==> src/rtl/bit_order_deser_pkg.sv <==
// Shared definitions for the bit-reordering datapath (deserializer and serializer).
package bit_order_deser_pkg;

  typedef enum logic {
    ORDER_MSB_FIRST = 1'b0,
    ORDER_LSB_FIRST = 1'b1
  } bit_order_e;

  // Bit-counter width for a given word width; never below one bit.
  function automatic int cnt_w(input int width);
    return (width > 1) ? $clog2(width) : 1;
  endfunction

endpackage

==> src/rtl/bit_order_out_stage.sv <==
// Single-entry valid/ready holding register: load, drain, hold, same-edge replace.
module bit_order_out_stage
  import bit_order_deser_pkg::*;
#(
  parameter int WIDTH = 8
) (
  input  logic             clk,
  input  logic             rst,
  input  logic             load_i,
  input  logic [WIDTH-1:0] data_i,
  input  logic             ready_i,
  output logic             valid_o,
  output logic [WIDTH-1:0] data_o
);

  logic             valid_q;
  logic             valid_d;
  logic [WIDTH-1:0] data_q;
  logic [WIDTH-1:0] data_d;

  // Next-state: a load wins over a drain so replace-on-drain keeps valid high.
  always_comb begin
    valid_d = valid_q;
    data_d  = data_q;
    if (load_i) begin
      valid_d = 1'b1;
      data_d  = data_i;
    end else if (valid_q && ready_i) begin
      valid_d = 1'b0;
    end else begin
      valid_d = valid_q;
    end
  end

  // Output register state.
  always_ff @(posedge clk or posedge rst) begin
    if (rst) begin
      valid_q <= 1'b0;
      data_q  <= '0;
    end else begin
      valid_q <= valid_d;
      data_q  <= data_d;
    end
  end

  assign valid_o = valid_q;
  assign data_o  = data_q;

endmodule

==> src/rtl/bit_order_deser.sv <==
// Serial-to-parallel receiver: assembles WIDTH-bit words from a 1-bit valid/ready stream.
module bit_order_deser
  import bit_order_deser_pkg::*;
#(
  parameter int WIDTH     = 8,
  parameter int LSB_FIRST = 1
) (
  input  logic             clk,
  input  logic             rst,
  input  logic             s_valid,
  output logic             s_ready,
  input  logic             s_bit,
  input  logic             s_sof,
  output logic             m_valid,
  input  logic             m_ready,
  output logic [WIDTH-1:0] m_data,
  output logic             err_sof
);

  localparam int               CNT_W    = cnt_w(WIDTH);
  localparam logic [CNT_W-1:0] LAST_IDX = CNT_W'(WIDTH - 1);
  localparam bit_order_e       ORDER    = (LSB_FIRST != 0) ? ORDER_LSB_FIRST : ORDER_MSB_FIRST;

  logic [CNT_W-1:0] cnt_q;
  logic [CNT_W-1:0] cnt_d;
  logic [WIDTH-1:0] shreg_q;
  logic [WIDTH-1:0] shreg_d;
  logic             err_q;
  logic             err_d;

  logic             accept_s;
  logic             restart_s;
  logic             complete_s;
  logic [CNT_W-1:0] k_s;
  logic [CNT_W-1:0] pos_s;
  logic [WIDTH-1:0] word_s;

  // Only the completing bit stalls, and only while the previous word is still held.
  assign s_ready = !((cnt_q == LAST_IDX) && m_valid && !m_ready);

  // Bit placement, s_sof restart and word completion.
  always_comb begin
    accept_s   = s_valid && s_ready;
    restart_s  = accept_s && s_sof && (cnt_q != '0);
    k_s        = restart_s ? '0 : cnt_q;
    pos_s      = (ORDER == ORDER_LSB_FIRST) ? k_s : (LAST_IDX - k_s);
    word_s     = restart_s ? '0 : shreg_q;
    word_s[pos_s] = s_bit;
    complete_s = accept_s && !restart_s && (cnt_q == LAST_IDX);
    err_d      = restart_s;
    cnt_d      = cnt_q;
    shreg_d    = shreg_q;
    if (complete_s) begin
      cnt_d   = '0;
      shreg_d = '0;
    end else if (accept_s) begin
      cnt_d   = k_s + CNT_W'(1);
      shreg_d = word_s;
    end else begin
      cnt_d   = cnt_q;
      shreg_d = shreg_q;
    end
  end

  // Word-assembly state.
  always_ff @(posedge clk or posedge rst) begin
    if (rst) begin
      cnt_q   <= '0;
      shreg_q <= '0;
      err_q   <= 1'b0;
    end else begin
      cnt_q   <= cnt_d;
      shreg_q <= shreg_d;
      err_q   <= err_d;
    end
  end

  assign err_sof = err_q;

  bit_order_out_stage #(
    .WIDTH(WIDTH)
  ) u_out (
    .clk    (clk),
    .rst    (rst),
    .load_i (complete_s),
    .data_i (word_s),
    .ready_i(m_ready),
    .valid_o(m_valid),
    .data_o (m_data)
  );

endmodule

==> config.mk <==
export PLATFORM = sky130hd
export DESIGN_NAME = bit_order_deser
export DESIGN_NICKNAME = d
export VERILOG_FILES = /design/src/rtl/bit_order_deser_pkg.sv /design/src/rtl/bit_order_out_stage.sv /design/src/rtl/bit_order_deser.sv
export SDC_FILE = /design/constraint.sdc
export NUM_CORES = 1
export LEC_CHECK = 0
export BUFFER_PORTS_ARGS = -buffer_cell sky130_fd_sc_hd__buf_2
export CAP_MARGIN = 20
export CELL_PAD_IN_SITES_DETAIL_PLACEMENT = 0
export CELL_PAD_IN_SITES_GLOBAL_PLACEMENT = 1
export CORE_ASPECT_RATIO = 1.2
export CORE_MARGIN = 5
export CORE_UTILIZATION = 44
export DETAILED_ROUTE_END_ITERATION = 6
export GPL_ROUTABILITY_DRIVEN = 0
export MAX_ROUTING_LAYER = met4
export PLACE_DENSITY = 0.82
export SLEW_MARGIN = 20
export SYNTH_ARGS = -nofsm -noshare
export SYNTH_HDL_FRONTEND = slang
export SYNTH_HIERARCHICAL = 1
export SYNTH_SLANG_ARGS = --single-unit
==> constraint.sdc <==
create_clock -name clk -period 1.8 [get_ports clk]
set_input_delay 0.27 -clock clk [delete_from_list [all_inputs] [get_ports clk]]
set_output_delay 0.27 -clock clk [all_outputs]
set_load 0.02 [all_outputs]
==> results of run 1 <==
-- critical path: cells and delay by family, from the launching register on --
| kind | cells | cell delay, ps |
|---|---|---|
| DFF | 1 | 510 |
| muxes | 1 | 270 |
| and+or+nand+nor | 1 | 240 |
| AOI/OAI and AO/OA | 2 | 430 |
| buffers and inverters | 1 | 200 |
-- cell type report --
cell class              count  area [sq um]  share of cell area
multi-input cells          94           694               0.466
flip-flops and latches     21           528               0.354
repair buffers             28           173               0.116
well taps                  34          42.5              0.0285
inverters                   7          26.3              0.0176
clock buffers               3          22.5              0.0151
clock inverters             1          5.00             0.00336
-- kinds of logic (layout without fill, tap and decap cells) --
kind of cell | after synthesis | in the layout
buffers and inverters | 18 | 39
and+or+nand+nor | 43 | 43
DFF | 21 | 21
muxes | 11 | 11
adders and majority gates | 1 | 1
AOI/OAI and AO/OA | 39 | 39
-- where the power goes --
group	total [mW]	switching (mW)	internal (mW)
sequential	0.716	0.116	0.600
combinational	0.716	0.381	0.335
clock	0.242	0.159	0.0830
total	1.67	0.656	1.02
-- per-layer routing --
layer  wire [um]  up-vias  share of wire  global-route usage
met5           0        -              0                   -
met4          15        0         0.0047              0.0493
met3         141        2          0.044              0.0239
met2        1620       37           0.51               0.251
met1        1410      545           0.44               0.224
li1            -      520              -                   -
-- flip-flops by register name (all words and copies together), names as in the netlist --
signal         count
cnt_q              3
u_out/valid_o      1
err_sof            1
u_out/data_o       8
shreg_q            8
-- synthesized netlist by cell type (2+ instances only) --
library cell,number
sky130_fd_sc_hd__nor2_1,8
sky130_fd_sc_hd__a21o_1,2
sky130_fd_sc_hd__o22ai_1,3
sky130_fd_sc_hd__a21oi_1,5
sky130_fd_sc_hd__nor3_1,2
sky130_fd_sc_hd__nand3_1,3
sky130_fd_sc_hd__nand3b_1,2
sky130_fd_sc_hd__dfrtp_1,21
sky130_fd_sc_hd__buf_4,2
sky130_fd_sc_hd__mux2_4,8
sky130_fd_sc_hd__o21ai_0,8
sky130_fd_sc_hd__nand2_1,13
sky130_fd_sc_hd__mux2_2,2
sky130_fd_sc_hd__buf_6,3
sky130_fd_sc_hd__and4b_1,2
sky130_fd_sc_hd__o21ai_1,3
sky130_fd_sc_hd__inv_1,7
sky130_fd_sc_hd__nor2b_1,2
sky130_fd_sc_hd__buf_2,5
sky130_fd_sc_hd__a22o_1,4
-- worst paths after layout --
| check | startpoint | end | slack, ps | depth (start not counted) |
|---|---|---|---|---|
| min reg2reg | shreg_q[5] | shreg_q[5] | 500 | 2 |
| max in group asynchronous | rst | cnt_q[0] | 900 | 3 |
| min in group asynchronous | rst | u_out/valid_o | 460 | 3 |
| max reg2reg | cnt_q[1] | u_out/data_o[5] | 40 | 5 |
| max | cnt_q[1] | u_out/data_o[5] | 40 | 5 |
| min | m_ready | u_out/valid_o | 250 | 3 |
-- per-stage QoR --
stage          worst slack [ps]  power, mW   util  hold slack [ps]
3_5_place_dp               48.8       1.43  0.508              266
6_report                   42.0       1.67  0.526              253
3_3_place_gp               48.5       1.41  0.508              254
2_1_floorplan               104       1.24      -             97.9
4_1_cts                    27.3       1.67  0.522              250
5_1_grt                    5.65       1.78  0.526              249
-- timing repair --
action / 4_1_cts / 5_1_grt
setup endpoints to repair: 0 / 10
resized for setup: 0 / 4
endpoints found under the hold margin: 21 / 0
hold buffers: 1 / 0
==> results.txt, run 1 <==
- After synthesis, the cell types taking the most area are sky130_fd_sc_hd__dfrtp_1, sky130_fd_sc_hd__mux2_4, sky130_fd_sc_hd__nand2_1.
* Pwr dens: 1120 mW/mm^2
- Library cells used by synthesis: 48
- Depth of the CTS H-tree: 1
* Clock Skew: 5.08 ps
- During I/O placement, the number of pins put on the boundary was 17.
* Max-cap viol count: 0
* Number of sinks on the clock net: 21
- Total nets after synthesis: 140
- Vias post-DR: 1,104
- Endpoint kind of the worst setup timing path: register
- Excluding fillers, the count of instances in the completed layout stands at 188.
- In the finished design, the share of the clock period the worst path needs comes to 0.977.
- XOR/XNOR share of the synthesized area: 0
* Min Clock Period, post-route: 1760 ps
* Fmax: 569 MHz
- Post-synth top area cell: sky130_fd_sc_hd__dfrtp_1
- First-pass GRT wire length: 5240 um
- Row count: 21
- Flip-flop and latch count after synthesis: 21
* Type of the worst setup path: register to register
* Die area: 0.00419 sq mm
- Area share of and/or/nand/nor cells after synthesis: 0.186
- The mapped netlist covers 0.00132 sq mm.
* Library cell contributing the largest single delay on the critical path: sky130_fd_sc_hd__dfrtp_2
* Final antenna-violating net count: 0
- The count of pins over their slew limit is 0.
- Run status: finished clean
* Remaining routing DRC violations: 0
* Adder-cell share of the synthesized area: 0.00951
- No sink is reached through more buffers than the 2 on the longest clock path.
- IR analysis of the VDD net gives a maximum drop of 0.626 mV.
* Leakage Power: 0.720 nW
* Overflow left after global routing: 0
- Number of failing hold endpoints at the final stage: 0
- The path class of the tightest hold or removal check is primary input to register.
- After synthesis, the mean cell area works out to 9.89 sq um.
- Most common cell after layout, fill and taps aside: sky130_fd_sc_hd__dfrtp_1
- Starting Density: 0.463
- The routed design has 3180 um of wire.
* Critical-path cell list: and3_4 -> a211oi_4 -> buf_4 -> o21ai_0 -> mux2_4
- Dominant combinational cell family by area after synthesis: compound AO/OA/AOI/OAI gates
* Commonest cells after routing, fill and taps aside: sky130_fd_sc_hd__dfrtp_1, sky130_fd_sc_hd__buf_2, sky130_fd_sc_hd__nand2_1
* CTS tree: yes
- Number of antenna violations at the first check in global routing: 0
* Count of synthesis-stage warnings from yosys: 6
* Post-placement cell count: 183
- Mux share of post-synthesis cell area: 0.116
* Setup repair after global routing missed its margin: no
- The worst setup path is launched from a register.
- Counting the buffers created by CTS gives 3.
* Synth async-reset ratio: 1.00
* Area fraction in compound gates after synthesis: 0.210
* Overall track demand over capacity in global routing: 0.165
- The share of the Yosys chip area taken by registers is 0.400.
* Post-detail-place hpwl: 2350 um
* DR WL/cell: 16.9 um
- Headroom to the max-slew limit came out at 0.651.
- After clock tree synthesis, the clock-pin slew on the worst setup and hold paths is 130 ps.
* Setup-violating endpoint count in the final report: 0
- Worst Tran Pin Value: 523 ps
- The later pin in the worst-skew pair is clocked with a latency of 310 ps.
* Vias in the first global route: 1,047
- Dividing the detail-routed via count by the number of cells gives 5.87.
- Sum of negative setup slack: 0 ps
- The first detailed-routing pass ran for 4 iterations.
- Critical path's largest stage delay: 510 ps
* Total placed instance area: 0.00144 sq mm
- Die extent in y: 69.9 um
- The number of antenna diodes in the final layout is 0.
- Of all nets on the critical path, the largest fanout is 10.
- Once the clock tree was built, the setup fixing pass inserted 0 buffers.
- Entering global routing, the biggest net connects 15 pins.
- Number of violations reported at the end of detailed-routing iteration 0: 76
- At the end of the flow, the number of nets in the layout was 162.
- Buffers on Ports: 16
- Commonest register cell after synthesis: sky130_fd_sc_hd__dfrtp_1
- Counting the fill cells in the layout gives 262.
* Number of enable-type register cells in the synthesized netlist: 0
* Area growth from synthesis to layout: 13.4%
* Share of final-layout standard cells stronger than drive strength 1: 0.344
- Synthesized netlist cell count: 133
- Clock root buffer: sky130_fd_sc_hd__clkbuf_4
* Core region area: 0.00284 sq mm
- Required time worst endpoint: 2010 ps
- For the worst setup path, the data arrival time is 1970 ps.
- Width of the die: 59.9 um
* Share of the synthesized area in the top cell type: 0.400
- Once layout is done, the placed cells without fillers occupy 0.00149 sq mm.
Note: power is estimated with default switching activity, not from simulation.
==> inputs of run 2 (changes only) <==
ABC_AREA = 1   (was default)
CORE_UTILIZATION = 42   (was 44)
CTS_BUF_LIST = sky130_fd_sc_hd__clkbuf_8   (was default)
PLACE_DENSITY = 0.84   (was 0.82)
==> run 2 against run 1 <==
  * Total power grew 11%
  * Clock skew decreased by 2.3 ps
  * Register-to-register slack gained 100 ps
  * Final cell count grew 11%
  * Worst setup slack gained 100 ps
  * Sequential share of layout area increased by 3.3 points
  * Via count fell by 15%
  * Synthesized cell count up 13%
  * First-iteration DRC count shrank 70%
==> results.txt, run 2 <==
* Worst endpoint data arrival time: 1800 ps
- In the layout the commonest cells are sky130_fd_sc_hd__nand2_1, sky130_fd_sc_hd__dfrtp_1, sky130_fd_sc_hd__buf_2.
- Part of the power in the clock network: 0.157
- sky130_fd_sc_hd__dfrtp_1 takes more of the synthesized area than any other cell.
- Row count: 20
* Cell class contributing the biggest share of worst-path delay: flip-flops
- Routed met2 length: 1150 um
* Most common library cells after synthesis: sky130_fd_sc_hd__nand2_1, sky130_fd_sc_hd__dfrtp_1, sky130_fd_sc_hd__inv_1
* Met3 Wirelength: 101 um
- Number of violations reported at the end of detailed-routing iteration 0: 23
- 17 I/O pins were placed.
* Critical path's largest stage delay: 420 ps
- In this run the worst path has a maximum fanout of 8.
- Detailed placement finished with a half-perimeter wire length of 1850 um.
- Most used standard cell by instance count after synthesis: sky130_fd_sc_hd__nand2_1
- 0 antenna diodes ended up in the layout.
- Most common cell after layout, fill and taps aside: sky130_fd_sc_hd__nand2_1
- Share of power burned in registers: 0.412
- Worst IR drop on VDD: 0.699 mV
- Critical Path Source Type: register
- At the worst endpoint, the required time is 1950 ps.
- Vias in the first global route: 937
- The die covers 0.00390 sq mm.
* Worst path bufs/invs: 3
- Setup violations remaining at the end of the flow were counted as 0.
- Routed vias/inst: 4.50
- Number of failing hold endpoints at the final stage: 0
* Commonest register cell after synthesis: sky130_fd_sc_hd__dfrtp_1
- The tree is rooted in a sky130_fd_sc_hd__clkbuf_8.
- Largest net degree at the start of global routing: 13
- Type of the worst setup path: register to register
- The initial antenna violation count is 0.
* Clock Skew: 2.79 ps
- The synthesized design contains 21 register bits.
* Overflow left after global routing: 0
- Max-cap viol count: 0
- Once placement finished, the instance area stood at 0.00129 sq mm.
* Synth async-reset ratio: 1.00
- Count of synthesis-stage warnings from yosys: 6
- Area growth from synthesis to layout: 17.9%
* Setup repair after global routing missed its margin: no
- Signal routing reaches up to met4.
- In this run the static leakage power is 0.810 nW.
- On the critical path, the stage with the largest delay is an instance of sky130_fd_sc_hd__dfrtp_1.
* Endpoint kind of the worst setup timing path: register
- In this run the power density over the cells is 1360 mW/mm^2.
- First-pass GRT wire length: 4210 um
- The clock period could shrink to 1660 ps.
- Die extent in y: 67.4 um
- Fmax: 604 MHz
* Share of power burned in combinational logic: 0.430
- Share of the synthesized area in the top cell type: 0.456
- Pins over their slew limit: 0
- The die is 57.8 um wide.
- First-pass iteration count of the detailed router: 4
- CTS tree: yes
- After synthesis, the cell types taking the most area are sky130_fd_sc_hd__dfrtp_1, sky130_fd_sc_hd__nand2_1, sky130_fd_sc_hd__inv_1.
- The number of clock buffers added by TritonCTS is 3.
* Worst Tran Pin Value: 503 ps
- Register area share after synthesis: 0.456
- Detailed routing inserted a total of 937 vias.
* Critical-path cell list: inv_2 -> nor2_4 -> nand2_4 -> nand2_4 -> inv_4 -> nand3_4 -> nand2_1 -> inv_1 -> ha_1 -> a22o_1
- The clock drives 21 sinks.
- The clock passes through at most 2 buffers.
- Number of enable-type register cells in the synthesized netlist: 0
- In this run, distinct cell masters in the synthesized netlist total 24.
* Depth of the CTS H-tree: 1
- After detailed routing, the total wire length is 2340 um.
- Starting Density: 0.448
* Synthesized netlist cell count: 150
- Clock Pin Slew Worst Setup and Hold Paths: 70 ps
* Relative slew slack: 0.664
* Run status: finished clean
- For this run, the total global-route usage over all layers was measured as 0.145.
* Mean area per synthesized cell: 7.69 sq um
- Critical Path Most Common Cell: sky130_fd_sc_hd__nand2_4
- The path class of the tightest hold or removal check is primary input to register.
- Clk Latency, worst-skew pair: 250 ps
- Dividing the final minimum period by the clock period gives 0.920.
- DR WL/cell: 11.2 um
- The finished cells cover 0.00136 sq mm.
- Internal power component: 1.10 mW
- Cell area after synthesis: 0.00115 sq mm
- In this run the power spent charging and discharging nets is 0.752 mW.
* Share of final-layout standard cells stronger than drive strength 1: 0.251
- Total nets after synthesis: 157
- Net count of the finished layout: 183
* Final antenna-violating net count: 0
- Summed over all failing endpoints, the final setup total negative slack is 0 ps.
* Buffers on Ports: 16
- For this block, wires on met1 add up to 1070 um.
* Core region area: 0.00258 sq mm
- After detailed routing, the number of remaining DRC violations is 0.
- Of the total power, the share spent switching nets is 0.405.
## run 2: cell count changes in the layout (fill, tap and decap cells not counted), sizes merged, moves of 4 or more
cell	change
a21oi	-4
nand3	+9
buf	-5
nand2	+61
inv	+13
mux2	-10
o21ai	-10
## run 2: area by class of cell
cell class	count	area (sq um)
Sequential cell	21	527
Multi-Input combinational cell	107	534
Clock inverter	1	3.75
Timing Repair Buffer	23	135
Clock buffer	3	41.3
Fill cell	261	1220
Inverter	20	77.6
Tap cell	33	41.3
## run 2: cell families (layout without fill, tap and decap cells)
family | Yosys count | after routing | synth area share
and+or+nand+nor | 101 | 101 | 0.421
buffers and inverters | 22 | 47 | 0.0813
DFF | 21 | 21 | 0.456
AOI/OAI and AO/OA | 5 | 5 | 0.0315
adders and majority gates | 1 | 1 | 0.0108
## run 2: routing by layer
metal,vias up,GRT usage
met2,12,0.242
met4,0,0.0522
met1,411,0.175
met3,2,0.0268
met5,-,-
li1,512,-
## run 2: worst min-delay path, delay by kind of cell
| kind | cells | cell delay (ps) |
|---|---|---|
| AND/OR/NAND/NOR | 2 | 80 |
| buffers and inverters | 2 | 120 |
## run 2: repair_timing
item	CTS	global route
buffers inserted	0	2
hold endpoints to repair	9	0
setup endpoints to repair	0	9
resized for setup	0	2
hold buffers	1	0
## run 2: per-stage QoR
stage	util	total power, mW	instances	hold WS, ps	setup slack (ps)
2_1_floorplan	-	1.33	150	97.9	126
3_3_place_gp	0.500	1.54	201	241	159
3_5_place_dp	0.500	1.55	201	254	133
4_1_cts	0.521	1.85	206	245	122
5_1_grt	0.528	2.03	208	267	27.5
6_report	0.528	1.85	208	256	144
## run 2: final timing paths
check,startpoint,end,slack [ps],cells after the start
max in group asynchronous,rst,cnt_q[1],850,3
min reg2reg,u_out/data_o[3],u_out/data_o[3],470,2
min,m_ready,u_out/valid_o,260,4
max,cnt_q[0],cnt_q[1],140,10
min in group asynchronous,rst,u_out/valid_o,510,3
max reg2reg,cnt_q[0],cnt_q[1],140,10
## run 2: power by group through the flow
stage          registers [mW]  logic (mW)  clock network, mW
5_1_grt                 0.791       0.909              0.335
3_3_place_gp            0.765       0.771                  0
3_5_place_dp            0.773       0.778                  0
6_report                0.764       0.798              0.292
4_1_cts                 0.766       0.780              0.307
2_1_floorplan           0.863       0.467                  0
==> inputs of run 3 (changes only) <==
CORE_UTILIZATION = 41   (was 42)
PLACE_DENSITY = 0.83   (was 0.84)
SYNTH_HIERARCHICAL = default   (was 1)
==> run 3 against run 2 <==
  * Sequential power shrank 7.9%
  * Via count up 0.64%
  * Worst setup slack worse by 12 ps
  * Hold slack got worse by 230 ps
  * Flip-flop and latch count fell by 1
  * Die area is 6.7% lower
  * Critical path depth did not move
  * Global-route usage grew 0.63 points
  * First-iteration DRC count fell by 13%
  * Sequential share of layout area down 0.79 points
==> results.txt, run 3 <==
* Commonest register cell after synthesis: sky130_fd_sc_hd__dfrtp_1
* Utilization of the core after routing: 0.534
* Cell area after synthesis: 0.00104 sq mm
- Of the synthesized area, sequential elements account for 0.483.
* Clock Pin Slew Worst Setup and Hold Paths: 80 ps
- The worst path in the final design needs a cycle of 1670 ps, including I/O delays and setup.
* Post-synth top area cell: sky130_fd_sc_hd__dfrtp_1
- Overall power after layout: 1.90 mW
- Count of synthesis-stage warnings from yosys: 0
- Die area: 0.00364 sq mm
* Number of enable-type register cells in the synthesized netlist: 0
- The die is 65.1 um tall.
* Commonest cells after routing, fill and taps aside: sky130_fd_sc_hd__nand2_1, sky130_fd_sc_hd__dfrtp_1, sky130_fd_sc_hd__buf_2
* Area growth from synthesis to layout: 27.7%
- Sum of negative setup slack: 0 ps
- I/O Pins: 17
- The worst setup path is of the register to register kind.
- The first global-routing pass estimated 4190 um of wire.
* Synth top area cells: sky130_fd_sc_hd__dfrtp_1, sky130_fd_sc_hd__nand2_1, sky130_fd_sc_hd__nand3_1
- Overflow left after global routing: 0
- In the finished design, the share of the clock period the worst path needs comes to 0.927.
- In this run, synthesis produced a sequential element count of 20.
- STA classifies the critical path startpoint as a register.
* Leakage Power: 0.777 nW
* Share of final-layout standard cells stronger than drive strength 1: 0.287
- The floorplan has 20 rows.
- Entering global routing, the biggest net connects 21 pins.
- Fmax: 599 MHz
- Number of sinks on the clock net: 20
- Library cells used by synthesis: 21
- In this run the number of H-tree levels came out at 1.
* DR WL/cell: 12.0 um
- Clock Skew: 0.855 ps
- Required time worst endpoint: 1940 ps
- Mean area per synthesized cell: 7.67 sq um
- In the post-synthesis netlist, the cell with the most instances is sky130_fd_sc_hd__nand2_1.
- Total nets after synthesis: 142
* Setup repair after global routing missed its margin: no
* Number of buffers created by CTS: 3
- Core region area: 0.00248 sq mm
- Most common library cells after synthesis: sky130_fd_sc_hd__nand2_1, sky130_fd_sc_hd__dfrtp_1, sky130_fd_sc_hd__inv_1
- After synthesis, the share of flip-flops with an asynchronous set or reset is 1.00.
* Number of flip-flops in the largest register: 8
* Max-cap viol count: 0
- In this run the tightest slew margin relative to its limit is 0.715.
- At the later pin of the worst-skew pair, clock insertion delay measures 260 ps.
- Vias in the first global route: 930
- Share of the synthesized area in the top cell type: 0.483
* Number of violations reported at the end of detailed-routing iteration 0: 20
- Width of the die: 55.9 um
- In the global route stage, overall resource usage came out at 0.151.
- Path class of the lowest-slack min-delay path: primary input to asynchronous set/reset pin
- VDD sags by at most 0.656 mV.
- CTS tree: yes
- Along the worst path, the maximum fanout reaches 4.
* Post-detail-place hpwl: 1760 um
- Buffers on Ports: 16
* Remaining routing DRC violations: 0
- For this configuration, the core starts out at a cell density of 0.418.
- Antenna cell count: 0
- Final antenna-violating net count: 0
* First-pass iteration count of the detailed router: 4
- Number of failing hold endpoints at the final stage: 0
- Endpoint kind of the worst setup timing path: register
* Vias post-DR: 943
- Worst endpoint data arrival time: 1810 ps
- Worst Tran Pin Value: 428 ps
- WHS: 23.1 ps
- Setup violations remaining at the end of the flow were counted as 0.
* Pins over their slew limit: 0
- The initial antenna violation count was 0.
- Clock root buffer: sky130_fd_sc_hd__clkbuf_8
- CTS max path bufs: 2
- The flow ran to the end, and the final reports show no timing, DRC or antenna violations.
* Net count of the finished layout: 172
- Routed vias/inst: 4.79
- Summed over all layers, the routed wires come to 2360 um.
* Pwr dens: 1440 mW/mm^2
- Synthesis produced 135 cells.
* Most common cell after layout, fill and taps aside: sky130_fd_sc_hd__nand2_1
run 3: per-stage QoR:
step / setup WS, ps / cell area, sq um / std cells
2_1_floorplan: 47.1 / 1040 / 135
3_3_place_gp: 98.9 / 1210 / 190
3_5_place_dp: 39.7 / 1210 / 190
4_1_cts: 15.0 / 1280 / 194
5_1_grt: 6.89 / 1320 / 197
6_report: 132 / 1320 / 197
run 3: timing repair:
item,CTS,global route
endpoints found under the setup margin,0,8
hold buffers,0,0
gates resized for setup,0,5
buffers inserted,0,3
run 3: logic make-up after synthesis:
| logic type | synth area share |
|---|---|
| AO/OA/AOI/OAI | 0.0459 |
| adder cells (fa/ha/maj) | 0.0121 |
| buffers and inverters | 0.0725 |
| flip-flops | 0.483 |
| AND/OR/NAND/NOR | 0.386 |
run 3: path summary, 6_finish.rpt:
| check | start | end | slack, ps | cells past startpoint |
|---|---|---|---|---|
| max | cnt_q[1] | cnt_q[2] | 130 | 10 |
| min | rst | u_out.data_o[7] | 20 | 3 |
| max reg2reg | cnt_q[1] | cnt_q[2] | 130 | 10 |
| min reg2reg | u_out.data_o[0] | u_out.data_o[0] | 480 | 2 |
| max in group asynchronous | rst | cnt_q[1] | 1550 | 3 |
| min in group clk | m_ready | u_out.valid_o | 210 | 2 |
run 3: metal layers:
metal	track usage	wire (um)
met2	0.249	1100
met5	-	0
met1	0.180	1110
met3	0.0219	90
met4	0.0801	61
run 3: critical path, cell delays in order (launching register included):
cell and delay, ps:
sky130_fd_sc_hd__dfrtp_2 440, sky130_fd_sc_hd__nand2_2 100, sky130_fd_sc_hd__nor2_4 60, sky130_fd_sc_hd__nand2_4 90
sky130_fd_sc_hd__nand4_4 110, sky130_fd_sc_hd__nand2_2 90, sky130_fd_sc_hd__inv_1 40, sky130_fd_sc_hd__ha_1 190
sky130_fd_sc_hd__or2_2 290, sky130_fd_sc_hd__nand3_1 60, sky130_fd_sc_hd__o21ai_0 80
run 3: area by class of cell:
type	instances	area, sq um
Fill cell	238	1150
Sequential cell	20	502
Multi-Input combinational cell	96	483
Timing Repair Buffer	26	155
Inverter	18	70.1
Clock buffer	3	41.3
Tap cell	33	41.3
Clock inverter	1	30.0
run 3: power by group:
group          total, mW  switching [mW]  internal (mW)
sequential         0.704          0.0928          0.611
clock              0.449           0.152          0.297
combinational      0.745           0.454          0.291
total               1.90           0.699           1.20
